`src/rtl/wr_port_arbiter.sv`:
```
// Four-requester round-robin write arbiter for a shared 8-entry register bank.
// A grant is held in ISSUE until the bank accepts it; entry 0 is never written.
module wr_port_arbiter #(
  parameter int unsigned DATA_W = 32
) (
  input  logic                clock,
  input  logic                reset,
  input  logic [3:0]          req,
  input  logic [11:0]         req_addr,
  input  logic [4*DATA_W-1:0] req_data,
  input  logic                stall,
  output logic [3:0]          ack,
  output logic                wr_valid,
  output logic [7:0]          we_onehot,
  output logic [DATA_W-1:0]   wr_data,
  output logic [7:0]          wr_count
);

  typedef enum logic [0:0] {StIdle, StIssue} state_e;

  state_e              state_q, state_d;
  logic [1:0]          rr_ptr_q, rr_ptr_d;
  logic [1:0]          win_q, win_d;
  logic [2:0]          addr_q, addr_d;
  logic [DATA_W-1:0]   data_q, data_d;
  logic                first_q, first_d;
  logic [7:0]          count_q, count_d;
  logic [2:0]          pick;

  // Returns {found, index}; scanning k downward leaves the lowest offset from ptr.
  function automatic logic [2:0] rr_pick(input logic [3:0] r, input logic [1:0] ptr);
    logic [1:0] idx;
    rr_pick = '0;
    for (int k = 3; k >= 0; k--) begin
      idx = ptr + 2'(k);
      if (r[idx]) rr_pick = {1'b1, idx};
    end
  endfunction

  always_comb begin
    pick     = rr_pick(req, rr_ptr_q);
    state_d  = state_q;
    rr_ptr_d = rr_ptr_q;
    win_d    = win_q;
    addr_d   = addr_q;
    data_d   = data_q;
    first_d  = 1'b0;
    count_d  = count_q;
    unique case (state_q)
      StIdle: begin
        if (pick[2]) begin
          win_d   = pick[1:0];
          addr_d  = req_addr[3*int'(pick[1:0]) +: 3];
          data_d  = req_data[DATA_W*int'(pick[1:0]) +: DATA_W];
          first_d = 1'b1;
          state_d = StIssue;
        end
      end
      StIssue: begin
        if (!stall) begin
          count_d  = count_q + 8'd1;
          rr_ptr_d = win_q + 2'd1;
          state_d  = StIdle;
        end
      end
      default: state_d = StIdle;
    endcase
  end

  always_ff @(posedge clock) begin
    if (reset) begin
      state_q  <= StIdle;
      rr_ptr_q <= '0;
      win_q    <= '0;
      addr_q   <= '0;
      data_q   <= '0;
      first_q  <= 1'b0;
      count_q  <= '0;
    end else begin
      state_q  <= state_d;
      rr_ptr_q <= rr_ptr_d;
      win_q    <= win_d;
      addr_q   <= addr_d;
      data_q   <= data_d;
      first_q  <= first_d;
      count_q  <= count_d;
    end
  end

  always_comb begin
    ack       = '0;
    wr_valid  = 1'b0;
    we_onehot = '0;
    wr_data   = '0;
    if (state_q == StIssue) begin
      wr_valid = 1'b1;
      wr_data  = data_q;
      if (first_q) ack = 4'b0001 << win_q;
      // Entry 0 is hardwired: the write still handshakes but enables nothing.
      if (addr_q != 3'd0) we_onehot = 8'b0000_0001 << addr_q;
    end
  end

  assign wr_count = count_q;

endmodule

```
`config.mk`:
```
export PLATFORM = sky130hd
export DESIGN_NAME = wr_port_arbiter
export DESIGN_NICKNAME = d
export VERILOG_FILES = /design/src/rtl/wr_port_arbiter.sv
export SDC_FILE = /design/constraint.sdc
export NUM_CORES = 1
export LEC_CHECK = 0
export BUFFER_PORTS_ARGS = -buffer_cell sky130_fd_sc_hd__buf_2
export CAP_MARGIN = 40
export CORE_UTILIZATION = 39
export CTS_CLUSTER_SIZE = 40
export DETAILED_ROUTE_END_ITERATION = 10
export GPL_TIMING_DRIVEN = 0
export PLACE_DENSITY = 0.81
export SLEW_MARGIN = 5
export SYNTH_ARGS = -nofsm -noshare
export SYNTH_HDL_FRONTEND = slang
export SYNTH_SLANG_ARGS = --single-unit
```
`constraint.sdc`:
```
create_clock -name clock -period 1.8 [get_ports clock]
set_input_delay 0.18 -clock clock [delete_from_list [all_inputs] [get_ports clock]]
set_output_delay 0.18 -clock clock [all_outputs]
set_load 0.05 [all_outputs]
```
# After elaboration in Yosys (flattened, before gate mapping)
# Cells that the tools add are included.
[word_totals]
wordCells = 48
ff_bits = 49
output_inout_bits = 53
inputBits = 147
[classes]
reduce_logical = 4
shift = 4
n_addsub = 5
bitwise_logic = 2
n_mul = 1
order_cmp = 4
n_mux = 21
[ops]
columns = ["op", "n"]
rows = [
  ["$shiftx 128x8->32", 1],
  ["$mux 32", 1],
  ["$mux 8", 2],
  ["$lt 2x3->1 const B", 4],
  ["$mux 3", 4],
  ["$shiftx 12x5->3", 1],
  ["$add 8x1->8 const B", 1],
  ["$bmux 1 s2", 4],
  ["$mux 4", 2],
  ["$shl 1x3->8 const A", 1],
  ["$mux 1", 7],
  ["$add 2x1->2 const B", 2],
  ["$add 2x2->2 const B", 2],
  ["$mul 2x2->4 const A", 1],
  ["$reduce_and 2->1", 2],
  ["$shl 1x2->4 const A", 1],
  ["$reduce_bool 3->1", 1],
  ["$not 1->1", 2],
  ["$pmux 1 s2", 1],
  ["$reduce_or 2->1", 1],
]

# Depth between registers and ports, before layout
# Gate-level depths: netlist of the first run.
[logic_depth]
word_depth = 9
mapped_depth = 7
ltp_nobuf = 5

# Worst setup path before layout of the first run
# OpenSTA, ideal clock, no wires.
[synth_timing]
path_kind = "reg-to-output"
from = "register state_q"
to = "output port we_onehot[4]"
setup_slack_ns = -0.597
arrival_time_ns = 2.217
n_path_buf = 1
stages_incl_launch_ff = 4
cell_sequence = "dfxtp_1 > clkbuf_1 > nand2_1 > nor3_1"
[synth_between]
elab_chain_len = 1
[synth_rtl]
columns = ["item", "line", "source"]
rows = [
  ["start, declared", "21", "state_e state_q, state_d;"],
  ["start signal, assigned", "72", "state_q <= StIdle;"],
  ["start signal, assigned", "80", "state_q <= state_d;"],
  ["$mux 8", "95", "if (state_q == StIssue) begin"],
  ["end, declared", "14", "output logic [7:0] we_onehot,"],
]
# No other way between the ends.

# Worst setup path in the final report of the first run
[layout_timing]
from = "register rr_ptr_q[1]"
to = "register data_q[29]"
[layout_between]
elab_chain_len = 8
elab_cells_between_ends = 17
[layout_rtl]
columns = ["item", "line", "source"]
rows = [
  ["start, declared", "22", "logic [1:0] rr_ptr_q, rr_ptr_d;"],
  ["start signal, assigned", "81", "rr_ptr_q <= rr_ptr_d;"],
  ["$add 2x2->2", "35", "idx = ptr + 2'(k);"],
  ["$bmux 1 s2", "36", "if (r[idx]) rr_pick = {1'b1, idx};"],
  ["$mux 1 (not written as such)", "36", ""],
  ["$mux 3 (3 in series)", "36", ""],
  ["$mux 3 (*)", "36", ""],
  ["$shiftx 128x8->32 / $reduce_and 2->1 (equally long branches)", "n/a", ""],
  ["end signal, assigned", "84", "data_q <= data_d;"],
  ["end, declared", "25", "logic [DATA_W-1:0] data_q, data_d;"],
]
# Mark *: on every way between the ends. The rest lies on a longest branch, timed or not. The select of a mux whose other input is x is not followed.
# A chain may end at the register's enable or synchronous reset.

==> results.ini, run 1 <==
[outcome]
status=complete, but fails checks
violations=negative setup slack

[clocking]
clk_latency_ps=300
cts_tree=done
clk_pin_slew_ps=90
cts_sinks=49
cts-hold-fix-buffers=0
cts_made_buffers=5
root_buffer=clkbuf_8
cts_buffer_depth=2
h-tree-depth=2

[routing]
dr_wl_met3_um=528
routedWlPerCell_um=15.13
drc=0
top_layer=met4
antenna_left=0
routed-wl-met2_um=5048
first_pass_iters=4
viasPerCell=5.015
wirelength_um=9819
vias=3255
drt_iter0_drc=69
wl_met1_um=4088

[synthesis]
synth_seq_cells=49
syn-cell-area_um2=3129
ys_warn_count=0
synth-seq-area-share=0.3135
syn_avg_cell_area_um2=9.628
synthesis.nets=477
synthDistinctLibCells=37
syn-instance-count=325

[placement]
routabilityCongestion=0.7860
port_buffers=198
placed_area_um2=4268
dp.cells=625
dp_hpwl_um=7339

[sta]
rsz0062_at_grt=yes
hold_viol=0
drv_slew=0
relSlewSlack=0.5871
setup_viol=25
setup_slack_ps=-39.17
fin_setup_tns_ps=-453.5
fmax_mhz=543.7
tightest_slew_ps=615.1
finClkSkew_ps=6.203
finalCriticalPeriod_ps=1839
min_period_over_period=1.022

[floorplanning]
fp.dieH_um=91.58
ios=200
dieArea_um2=8386
rows=32
core_area_um2=7727
die_x_um=91.58
start_util=0.4050

[grt]
grt_max_degree=15
grt_pass1_vias=3088
grt_antenna_before_repair=0
grtUsageTotal=0.2226
overflow=0
grt_pass1_wl_um=14770

[critical_path]
reg2reg_depth=7
worstPathMaxFanout=6
cp-startpoint=rr_ptr_q[1]
worstReg2RegStart=rr_ptr_q[1]
crit_required_ps=2030
worst_ep_arrival_time_ps=2070
end_kind=flop
ff2ff_setup_slack_ps=-40
critPathLaunchType=flop
criticalPathCategory=reg2reg
r2r-end=data_q[29]

[flow_run]
drv_cap=0

[hold_path]
hold_end=win_q[0]
hp-class=in2reg
holdPathStages=2
hp-start=reset

[final_layout]
drive_gt1_frac=0.5082
antennaDiodeCount=0
area_growth_syn_to_layout_pct=51.54
fin_cells=649
final_nets=698
stdcell_area_um2=4742
fillers=642

[pwr]
cellLeakagePower_nw=2.242
p_per_area_nw_per_um2=680.2
ir_drop_mv=0.3333

## power breakdown
group | leakage [nW] | switching, mW | total, mW | internal (mW)
logic | 1.78 | 0.637 | 1.15 | 0.515
clock network | 0.0585 | 0.366 | 0.819 | 0.454
registers | 0.405 | 0.0655 | 1.25 | 1.19
total | 2.24 | 1.07 | 3.23 | 2.16
## synthesized netlist by cell type (all sizes together)
master	n	area, um2
nor2b	3	21.27
conb	1	3.750
and2	32	200.2
nor2	18	77.58
a211oi	1	7.510
mux2i	72	720.7
dfxtp	49	980.9
o21ai	5	25.02
a21oi	6	30.03
nand2b	4	25.02
o221ai	35	431.7
nor4	1	21.27
nor3	2	21.27
or3	2	12.51
and3	5	31.28
ha	5	62.56
inv	5	18.77
xnor2	1	8.760
nand4	3	18.77
o21a	1	7.510
buf	13	106.3
clkbuf	9	37.54
a221oi	2	30.03
nand2	45	178.9
mux2	1	15.01
xor2	4	35.03
## worst max-delay path, cell delays in order (launching register included)
cell       delay [ps]
dfxtp_4           380
mux2_4            310
a221oi_4          330
buf_6             170
buf_12            130
nand2_8            90
clkbuf_16         210
o221ai_2          150
## metal layers
layer | global-route usage | up-vias
met1 | 0.2649 | 1499
met3 | 0.04271 | 13
met4 | 0.06085 | 0
met5 | 0 | -
met2 | 0.4041 | 126
li1 | - | 1617
## how the worst max path moves through the flow
stage	slack, ps	endpoint
finish	-40	data_q[29]
global route	-110	data_q[29]
detailed placement	-210	data_q[9]
CTS	-30	data_q[15]
floorplan	90	addr_q[1]
global placement	-210	data_q[12]
## layout by cell type, fill, tap and decap left out, types with 4 or more instances in the layout
cell type / instances
a21oi_1: 5
and2_1: 32
and3_1: 5
buf_12: 6
buf_2: 195
buf_4: 16
buf_6: 5
clkbuf_1: 7
clkbuf_8: 7
dfxtp_1: 47
ha_1: 5
inv_1: 5
mux2i_1: 70
nand2_1: 43
nand2b_1: 4
nor2_1: 13
nor2_2: 4
o21ai_0: 4
o221ai_1: 13
o221ai_2: 21
xor2_1: 4
## kinds of logic (layout without fill, tap and decap cells)
logic type                 Yosys count  count (layout)  synth area share
other                                1               1          0.001198
and+or+nand+nor                    115             116            0.1943
AOI/OAI and AO/OA                   50              50            0.1699
buffers and inverters               27             248           0.05198
adders and majority gates            5               5           0.01999
xor gates and xnor gates             5               5           0.01399
DFF                                 49              49            0.3135
muxes                               73              73            0.2351
## stage by stage
| stage | hold slack, ps | util | setup slack [ps] | total power, mW |
|---|---|---|---|---|
| after floorplan | 245.3 | - | 87.45 | 1.954 |
| after global placement | 436.1 | 0.5523 | -213.1 | 2.270 |
| after detailed placement | 441.9 | 0.5523 | -205.3 | 2.295 |
| after CTS | 134.6 | 0.5845 | -31.45 | 3.174 |
| after global routing | 144.3 | 0.6137 | -111.1 | 3.367 |
| final | 139.9 | 0.6137 | -39.17 | 3.226 |
## cell type report
type | count | area (um2) | area share
clock buffer | 7 | 86.33 | 0.01821
inverter | 5 | 18.77 | 0.003958
clock inverter | 1 | 30.03 | 0.006332
timing repair buffer | 213 | 1201 | 0.2533
tap | 102 | 127.6 | 0.02691
sequential | 49 | 988.4 | 0.2084
multi-input combinational | 250 | 2079 | 0.4385
buffer | 22 | 210.2 | 0.04433
## state kept, by name, indices dropped and copies added (netlist names)
signal and cells:
wr_count 8, first_q 1, data_q 32, win_q 2, state_q 1, addr_q 3
rr_ptr_q 2
## what timing repair did
| action | CTS | global route |
|---|---|---|
| setup buffers | 5 | 6 |
| gates resized for setup | 21 | 21 |
| setup endpoints to repair | 39 | 46 |
| cloned | 1 | 4 |
| pin swaps | 1 | 24 |
No activity file was read; power rests on OpenSTA's default activity.
==> run 2, diff against run 1 <==
Settings changed: CORE_ASPECT_RATIO from default to 0.8.
==> run 2 against run 1 <==
The flow still finishes with violations (negative setup slack); setup slack lost 14 ps; wire length rose by 2.3%; power is 5.2% lower; via count rose by 1.9%; clock power is 20% lower; final area is 0.92% lower; count of clock-buffer cells in the layout unchanged; sequential cell count did not move; global-route usage up 0.27 points; sequential share of layout area grew 0.14 points; critical path type unchanged; critical endpoint is now data_q[31]; largest cell class unchanged; highest routed layer unchanged.
==> results.ini, run 2 (synthesis gave the netlist of run 1 again) <==
[pwr]
cellLeakagePower_nw=2.222  ; -0.91%
p_total_mw=3.059  ; -5.2%
p_per_area_nw_per_um2=651.1  ; -4.3%
ir_drop_mv=0.3424  ; +2.7%

[sta]
min_period_over_period=1.030  ; +0.007779
relSlewSlack=0.5253  ; -0.06188
drv_slew=0  ; unchanged
rsz0062_at_grt=yes
setup_viol=24  ; -4.0%
tightest_slew_ps=707.3  ; +92.20 ps
finalCriticalPeriod_ps=1853  ; +14.00 ps
fmax_mhz=539.6  ; -0.76%
timing.hold.ws_ps=148.2  ; +8.324 ps
setup_slack_ps=-53.17  ; -14.00 ps
hold_viol=0  ; unchanged
finClkSkew_ps=3.892  ; -2.311 ps

[final_layout]
seq_area_um2=985.9  ; -0.25%
fillers=680  ; +5.9%
fin_util=0.6209  ; +0.007200
layout_common_cells=196 x buf_2, 67 x mux2i_1, 47 x dfxtp_1
multi_input_area_um2=2111  ; +1.5%
area_growth_syn_to_layout_pct=50.14
final_nets=696  ; -0.29%
largest_reg_flops=32  ; unchanged
drive_gt1_frac=0.5229  ; +0.01471
regMostFlops=data_q
final_common_cell=buf_2
antennaDiodeCount=0  ; unchanged

[floorplanning]
die_x_um=102.2  ; +12%
ios=200  ; unchanged
fp.dieH_um=82.12  ; -10%
start_util=0.4135  ; +0.008570
core_area_um2=7567  ; -2.1%
rows=28  ; -13%
dieArea_um2=8389  ; about the same

[routing]
vias=3316  ; +1.9%
first_pass_iters=4  ; unchanged
wirelength_um=10040  ; +2.3%
drt_iter0_drc=37  ; -46%
viasPerCell=5.102  ; +1.7%
antenna_left=0  ; unchanged
routedWlPerCell_um=15.45  ; +2.1%
drc=0  ; unchanged

[critical_path]
end_kind=flop
cp_num_buf_inv=1  ; -2
worstReg2RegStart=rr_ptr_q[1]
cp_top_family=multiplexers
worstPathMaxFanout=5  ; -1
worst_ep_arrival_time_ps=2010  ; -60 ps
critPathSlowestCell=a221oi_4
crit_required_ps=1950  ; -80 ps
cp-startpoint=rr_ptr_q[1]
critical_path.cell_chain=mux2_4, a221oi_4, clkbuf_8, mux2i_4, o221ai_1
criticalPathCategory=reg2reg
critPathLaunchType=flop
slowest_delay_ps=390  ; about the same

[grt]
grt_pass1_vias=3121  ; +1.1%
grtUsageTotal=0.2253  ; +0.002652
overflow=0  ; unchanged
grt_antenna_before_repair=0  ; unchanged
grt_max_degree=15  ; unchanged
grt_pass1_wl_um=14580  ; -1.3%

[clocking]
root_buffer=clkbuf_8
cts_sinks=49  ; unchanged
cts_made_buffers=5  ; unchanged
h-tree-depth=2  ; unchanged
cts_tree=done
clk_pin_slew_ps=90  ; about the same
clk_latency_ps=300  ; about the same
cts_buffer_depth=2  ; unchanged
cts-hold-fix-buffers=0  ; unchanged

[placement]
routabilityCongestion=0.7816  ; -0.56%
dp_hpwl_um=7606  ; +3.6%
port_buffers=198  ; unchanged

[flow_run]
drv_cap=0  ; unchanged

[hold_path]
hp-start=reset
hp-class=in2reg

[outcome]
violations=negative setup slack
status=complete, but fails checks

run 2: cell count changes in the layout (fill, tap and decap cells not counted), moves of 2 or more:
cell      change
buf_12        -3
buf_4         -4
buf_6         +2
buf_8         +2
clkbuf_1      -4
clkbuf_2      +5
mux2i_1       -3
mux2i_2       +2
run 2: cell type report:
cell class                 count  share of cell area
buffer                        22             0.04208
timing repair buffer         211              0.2490
clock inverter                 1            0.001598
clock buffer                   7             0.01624
tap                          105             0.02796
sequential                    49              0.2099
multi-input combinational    250              0.4493
inverter                       5            0.003995
run 2: worst register-to-register path: stages, from the launching register on:
cell	delay, ps
dfxtp_4	380
mux2_4	310
a221oi_4	390
clkbuf_8	250
mux2i_4	250
o221ai_1	140
run 2: power breakdown:
group	switching, mW	internal, mW
Clock	0.378	0.276
Sequential	0.0664	1.19
Combinational	0.642	0.507
run 2: routing by layer:
layer | track usage | wire length (um) | vias to the layer above
met4 | 0.06429 | 110 | 0
met3 | 0.03620 | 521 | 12
met1 | 0.2666 | 4146 | 1569
met5 | 0 | 0 | -
li1 | - | - | 1611
met2 | 0.4215 | 5264 | 124
run 2: per-stage QoR:
step	setup WS, ps	area, um2	cells	setup TNS [ps]
floorplan	87.45	3149	325	0
global placement	-178.3	4272	628	-4624
detailed placement	-247.2	4272	628	-5099
CTS	-48.02	4486	641	-229.1
global route	-106.4	4698	650	-2092
finish	-53.17	4698	650	-437.6
run 2: repair_timing:
| item | CTS | global route |
|---|---|---|
| endpoints found under the setup margin | 37 | 60 |
| setup buffers | 3 | 8 |
| pin swaps | 3 | 26 |
| gates resized for setup | 22 | 29 |
| cloned | 2 | 3 |
run 2: path summary, 6_finish.rpt:
check / to / slack [ps] / cells past startpoint
max: data_q[31] / -50 / 5
min: win_q[0] / 150 / 2
max reg2reg: data_q[31] / -50 / 5
min reg2reg: data_q[10] / 460 / 2
